### config.mk
export PLATFORM = sky130hd
export DESIGN_NAME = if_stage_pipeline
export DESIGN_NICKNAME = d
export VERILOG_FILES = /design/src/rtl/if_stage_pipeline.sv
export SDC_FILE = /design/constraint.sdc
export NUM_CORES = 1
export LEC_CHECK = 0
export CORE_MARGIN = 2
export CORE_UTILIZATION = 40
export CTS_CLUSTER_DIAMETER = 30
export CTS_CLUSTER_SIZE = 30
export DETAILED_ROUTE_END_ITERATION = 6
export HOLD_SLACK_MARGIN = 0.06
export PLACE_DENSITY = 0.87
export SYNTH_ARGS = -nofsm -noshare
export SYNTH_HDL_FRONTEND = slang
export SYNTH_SLANG_ARGS = --single-unit
### constraint.sdc
create_clock -name clk -period 2 [get_ports clk]
set_input_delay 0.4 -clock clk [delete_from_list [all_inputs] [get_ports clk]]
set_output_delay 0.4 -clock clk [all_outputs]
set_load 0.05 [all_outputs]
### src/rtl/if_stage_pipeline.sv
// Instruction-fetch stage: PC register, next-PC select with redirect/stall, and IF/ID register.
// Optional stall/flush performance counters are compiled in with IF_STAGE_PERF_CNT_EN.
module if_stage_pipeline #(
    parameter logic [31:0] RESET_PC = 32'h0000_0000,
    parameter int unsigned CNT_W    = 16
) (
    input  logic             clk,
    input  logic             reset,
    input  logic             pc_write,
    input  logic             write_IF_ID,
    input  logic             branch_taken,
    input  logic [31:0]      branch_target,
    input  logic             jump,
    input  logic [31:0]      jump_target,
    output logic [31:0]      imem_addr,
    input  logic [31:0]      imem_data,
    output logic [31:0]      if_id_pc4,
    output logic [31:0]      if_id_instr,
    output logic             if_id_valid,
    output logic [CNT_W-1:0] stall_count,
    output logic [CNT_W-1:0] flush_count
);

    logic [31:0] pc_q, pc_d;
    logic [31:0] pc_plus4;
    logic [31:0] if_id_pc4_q, if_id_pc4_d;
    logic [31:0] if_id_instr_q, if_id_instr_d;
    logic        if_id_valid_q, if_id_valid_d;
    logic        redirect;

    assign redirect = jump | branch_taken;
    assign pc_plus4 = pc_q + 32'd4;

    // Redirects take priority over a hazard stall so a squashed path never lingers.
    always_comb begin
        pc_d = pc_q;
        if (reset) begin
            pc_d = RESET_PC;
        end else if (jump) begin
            pc_d = {jump_target[31:2], 2'b00};
        end else if (branch_taken) begin
            pc_d = {branch_target[31:2], 2'b00};
        end else if (pc_write) begin
            pc_d = pc_plus4;
        end
    end

    always_comb begin
        if_id_pc4_d   = if_id_pc4_q;
        if_id_instr_d = if_id_instr_q;
        if_id_valid_d = if_id_valid_q;
        if (reset || redirect) begin
            if_id_pc4_d   = 32'h0000_0000;
            if_id_instr_d = 32'h0000_0000;
            if_id_valid_d = 1'b0;
        end else if (write_IF_ID) begin
            if_id_pc4_d   = pc_plus4;
            if_id_instr_d = imem_data;
            if_id_valid_d = 1'b1;
        end
    end

    always_ff @(posedge clk) begin
        pc_q          <= pc_d;
        if_id_pc4_q   <= if_id_pc4_d;
        if_id_instr_q <= if_id_instr_d;
        if_id_valid_q <= if_id_valid_d;
    end

    assign imem_addr   = pc_q;
    assign if_id_pc4   = if_id_pc4_q;
    assign if_id_instr = if_id_instr_q;
    assign if_id_valid = if_id_valid_q;

`ifdef IF_STAGE_PERF_CNT_EN
    logic [CNT_W-1:0] stall_cnt_q, stall_cnt_d;
    logic [CNT_W-1:0] flush_cnt_q, flush_cnt_d;

    // Saturating counters: a stall cycle is one where IF/ID holds without being flushed.
    always_comb begin
        stall_cnt_d = stall_cnt_q;
        flush_cnt_d = flush_cnt_q;
        if (reset) begin
            stall_cnt_d = '0;
            flush_cnt_d = '0;
        end else begin
            if (!write_IF_ID && !redirect && (stall_cnt_q != '1)) begin
                stall_cnt_d = stall_cnt_q + CNT_W'(1);
            end
            if (redirect && (flush_cnt_q != '1)) begin
                flush_cnt_d = flush_cnt_q + CNT_W'(1);
            end
        end
    end

    always_ff @(posedge clk) begin
        stall_cnt_q <= stall_cnt_d;
        flush_cnt_q <= flush_cnt_d;
    end

    assign stall_count = stall_cnt_q;
    assign flush_count = flush_cnt_q;
`else
    assign stall_count = '0;
    assign flush_count = '0;
`endif

endmodule

### Yosys cells after proc, flatten, opt, wreduce, memory -nomap -nowiden

Index checks and enable logic that the tools add are counted.

* word-level logic and storage cells: 13
* input port bits: 102
* output and inout port bits: 129
* register bits: 97

* mux-type cells: 3
* add/subtract/negate cells: 1
* bitwise gates (word level): 1
* reductions and logical operators: 3

Operators by type and width (number)
* $mux 32: 3
* $add 32x3->32 const B: 1
* $reduce_bool 3->1: 1
* $reduce_or 3->1: 1
* $logic_or 1x1->1: 1
* $or 1x1->1: 1

### Logic depth before layout (Yosys ltp)

* depth after elaboration: 4
* depth in mapped cells: 7
* gate-level depth less buffers: 6

### Worst setup path after synthesis

No wires, ideal clock.

* kind: register to register
* start point: register pc_q[2] (netlist: imem_addr[2])
* end point: register pc_q[20] (netlist: imem_addr[20])
* arrival time: 2081 ps
* setup time: 130 ps
* data required time: 1870 ps
* setup slack: -211 ps
* period minus slack after synthesis: 2211 ps
* stages on the path, launching flop included: 8
* cell sequence: dfxtp_1 ha_1 and2_1 buf_2 nand4_4 o31a_1 nor3_1 o22ai_1

* longest elaborated chain between the ends: 4

Ends and longest elaborated chain
* start, declared: line 24 `logic [31:0] pc_q, pc_d;`
* start signal, assigned: line 64 `pc_q <= pc_d;`
* $add 32x3->32: line 32 `assign pc_plus4 = pc_q + 32'd4;`
* $mux 32: line 43 `end else if (pc_write) begin`
* $mux 32: line 41 `end else if (branch_taken) begin`
* $mux 32: line 39 `end else if (jump) begin`

No other way between the ends. The select of a mux whose other input is x is not followed.
A chain may end at the register's enable or synchronous reset.

### Worst setup path after layout

* start point: register pc_q[5] (netlist: imem_addr[5])
* end point: output port imem_addr[5]

RTL lines
* end, declared: line 15 `output logic [31:0] imem_addr,`

No word-level cell between the ends.

==> flow_metrics.tcl <==
set metrics [dict create \
    ant_nets 0 \
    n_antenna_cell 0 \
    cts.clk_slew.worst_paths_ps 70 \
    top_usage_layer "met2" \
    syn-instance-count 599 \
    holdCritStartpoint "if_id_valid" \
    crit_slowest_cell "clkdlybuf4s50_1" \
    n_fill_cell 1107 \
    grt_use_met1 0.315 \
    cts_setup_buffers 0 \
    critPathBufInv 1 \
    critPathCaptureType "output port" \
    timing.rr.end "imem_addr[30]" \
    vias 5247 \
    ys_warn_count 0 \
    finClkSkew_ps 4.55 \
    cts_tree "yes" \
    max_cap_viol_count 0 \
    clk_path_buf_depth 2 \
    final_common_cell "clkdlybuf4s50_1" \
    start_util 0.408 \
    route.detailed.drc 0 \
    slowest_delay_ps 820 \
    cp.arrival_ps 1560 \
    portBuffers 190 \
    period_share 0.980 \
    holdPathEnd "if_id_valid" \
    synth_area_per_cell_sq_um 8.55 \
    status "finished, final reports clean" \
    max_freq_ghz 0.510 \
    grt_pass1_wl_um 25200 \
    nets 913 \
    synth_edf_count 0 \
    setup_viol 0 \
    finalWirelength_um 16800 \
    use_met2 0.372 \
    holdPathStages 2 \
    syn2layout_area_growth_pct 48.2 \
    ys_ff_latch 93 \
    routabilityCongestion 0.908 \
    finalNonFillerCells 987 \
    layout-drive-gt1-share 0.175 \
    netlist_area_sq_um 5120 \
    hpwl_um 12800 \
    ys_seq_area_frac 0.363 \
    hold_path.class "reg2reg" \
    total_power_w 0.00488 \
    groute.usage.overall 0.237 \
    htreeDepth 3 \
    slew-limit-headroom 0.643 \
    grt_pass1_vias 4863 \
    cp_max_fo 7 \
    worstSetupStartpoint "imem_addr[5]" \
    cp_top_family "buffers and inverters" \
    grt_overflow 0 \
    hold_viol 0 \
    wl_per_cell_um 17.0 \
    cts-hold-fix-buffers 0 \
    async_flop_share 0 \
    fp.dieArea_sq_um 13700 \
    antenna_found_initial 0 \
    crit_type "reg2out" \
    required_ps 1600 \
    final_cell_mix "clkdlybuf4s50_1, buf_4, dfxtp_1, nor2_1, a21oi_1" \
    cts_sinks 93 \
    slew_violations 0 \
    numCtsBuffers 9 \
    drtPass1Iterations 6 \
    die_y_um 117 \
    final_util 0.604 \
    rsz0062_at_grt "yes" \
    drt-vias-per-instance 5.32 \
    dp_cells 971 \
    synth_top_flop_cell "dfxtp_1" \
    drt_first_iter_violations 405 \
    whs_ps 474 \
    peakVddDrop_uv 421 \
    die_x_um 117 \
    rr_worst_depth 7 \
    worst_pin_slew_ps 534 \
    p_leak_nw 2.99 \
    ios 231 \
    grt_max_degree 49 \
    power_density_nw_per_um2 643 \
    cp-start-kind "flip-flop" \
    rows 41 \
    yosysUniqueCellTypes 57 \
    clk_latency_ps 340 \
    crit_chain "clkdlybuf4s50_1" \
    cts_root_buffer "clkbuf_16" \
    finalCriticalPeriod_ps 1960 \
    worstReg2RegStart "imem_addr[3]" \
    core_sq_um 12600 \
    use_met3 0.0499 \
    reg2reg_setup_slack_ps 90 \
]
-- layout make-up --
cell class | count | area (sq um) | area share
clock buffer | 10 | 229 | 0.0302
tap | 172 | 215 | 0.0283
inverter | 11 | 41.3 | 0.00544
sequential | 93 | 1880 | 0.247
timing repair buffer | 244 | 2260 | 0.297
multi-input combinational | 451 | 2930 | 0.386
clock inverter | 6 | 46.3 | 0.00610
-- power breakdown --
part / internal [W] / switching, W
logic: 0.000495 / 0.000771
registers: 0.00193 / 0.0000798
clock network: 0.000854 / 0.000751
total: 0.00328 / 0.00160
-- repair_timing --
| action | 4_1_cts | 5_1_grt |
|---|---|---|
| pin swaps | 0 | 1 |
| gates resized for setup | 1 | 8 |
| setup endpoints to repair | 1 | 7 |
| cloned | 0 | 0 |
-- worst reg2reg max path: stages (launching register included) --
cell	delay [ps]
dfxtp_2	410
ha_1	210
and2_1	210
buf_4	170
nand3_1	120
nor4_4	360
nor3b_1	110
nor4_2	250
-- synthesized netlist by cell type (4+ instances only) --
library cell	n	area (sq um)
buf_1	5	18.8
inv_1	9	33.8
and4_1	5	43.8
clkbuf_1	20	75.1
xor2_1	11	96.3
nor3b_1	9	67.6
and3_1	7	43.8
a21oi_1	47	235
dfxtp_1	93	1860
nor4_2	6	75.1
nand4_1	15	93.8
nand2_1	23	86.3
o22ai_1	13	81.3
nor2_1	71	267
xnor2_1	17	149
a22oi_1	10	75.1
o211ai_1	9	67.6
nand2b_1	10	62.6
o21ai_0	25	125
nor3_1	23	115
buf_4	38	285
mux2i_1	40	400
a211oi_1	13	97.6
buf_2	13	65.1
nand3_1	12	60.1
a221oi_1	4	35.0
-- flip-flops by register name, summed over array words and instances, names as in the netlist --
register,count
imem_addr,30
if_id_instr,32
if_id_pc4,30
if_id_valid,1
-- per-layer routing --
layer | share of wire | routed length, um | vias to the layer above
met5 | 0 | 0 | -
met4 | 0.028 | 472 | 0
met3 | 0.079 | 1330 | 38
met2 | 0.48 | 7980 | 247
met1 | 0.42 | 7010 | 2444
li1 | - | - | 2518
-- stage by stage --
stage	worst slack, ps	setup TNS, ps	cell area, sq um
floorplan	6.75	0	5270
global placement	-43.3	-79.3	7270
detailed placement	-67.0	-156	7270
CTS	10.3	0	7540
global route	-27.8	-42.2	7590
finish	39.7	0	7590
-- cell families after synthesis --
family / synth area share
DFF: 0.363
buffers and inverters: 0.101
muxes: 0.0781
xor gates and xnor gates: 0.0479
and+or+nand+nor: 0.235
adders and majority gates: 0.00244
other: 0.000732
AOI/OAI and AO/OA: 0.172
-- worst max path at each step --
stage	slack, ps	to	depth (start not counted)
2_1_floorplan	7	imem_addr[30]	7
3_5_place_dp	-70	imem_addr[19]	6
6_report	40	imem_addr[5]	1
3_3_place_gp	-40	imem_addr[22]	6
5_1_grt	-30	imem_addr[30]	7
4_1_cts	10	imem_addr[3]	1
Note: power is estimated with default switching activity, not from simulation.
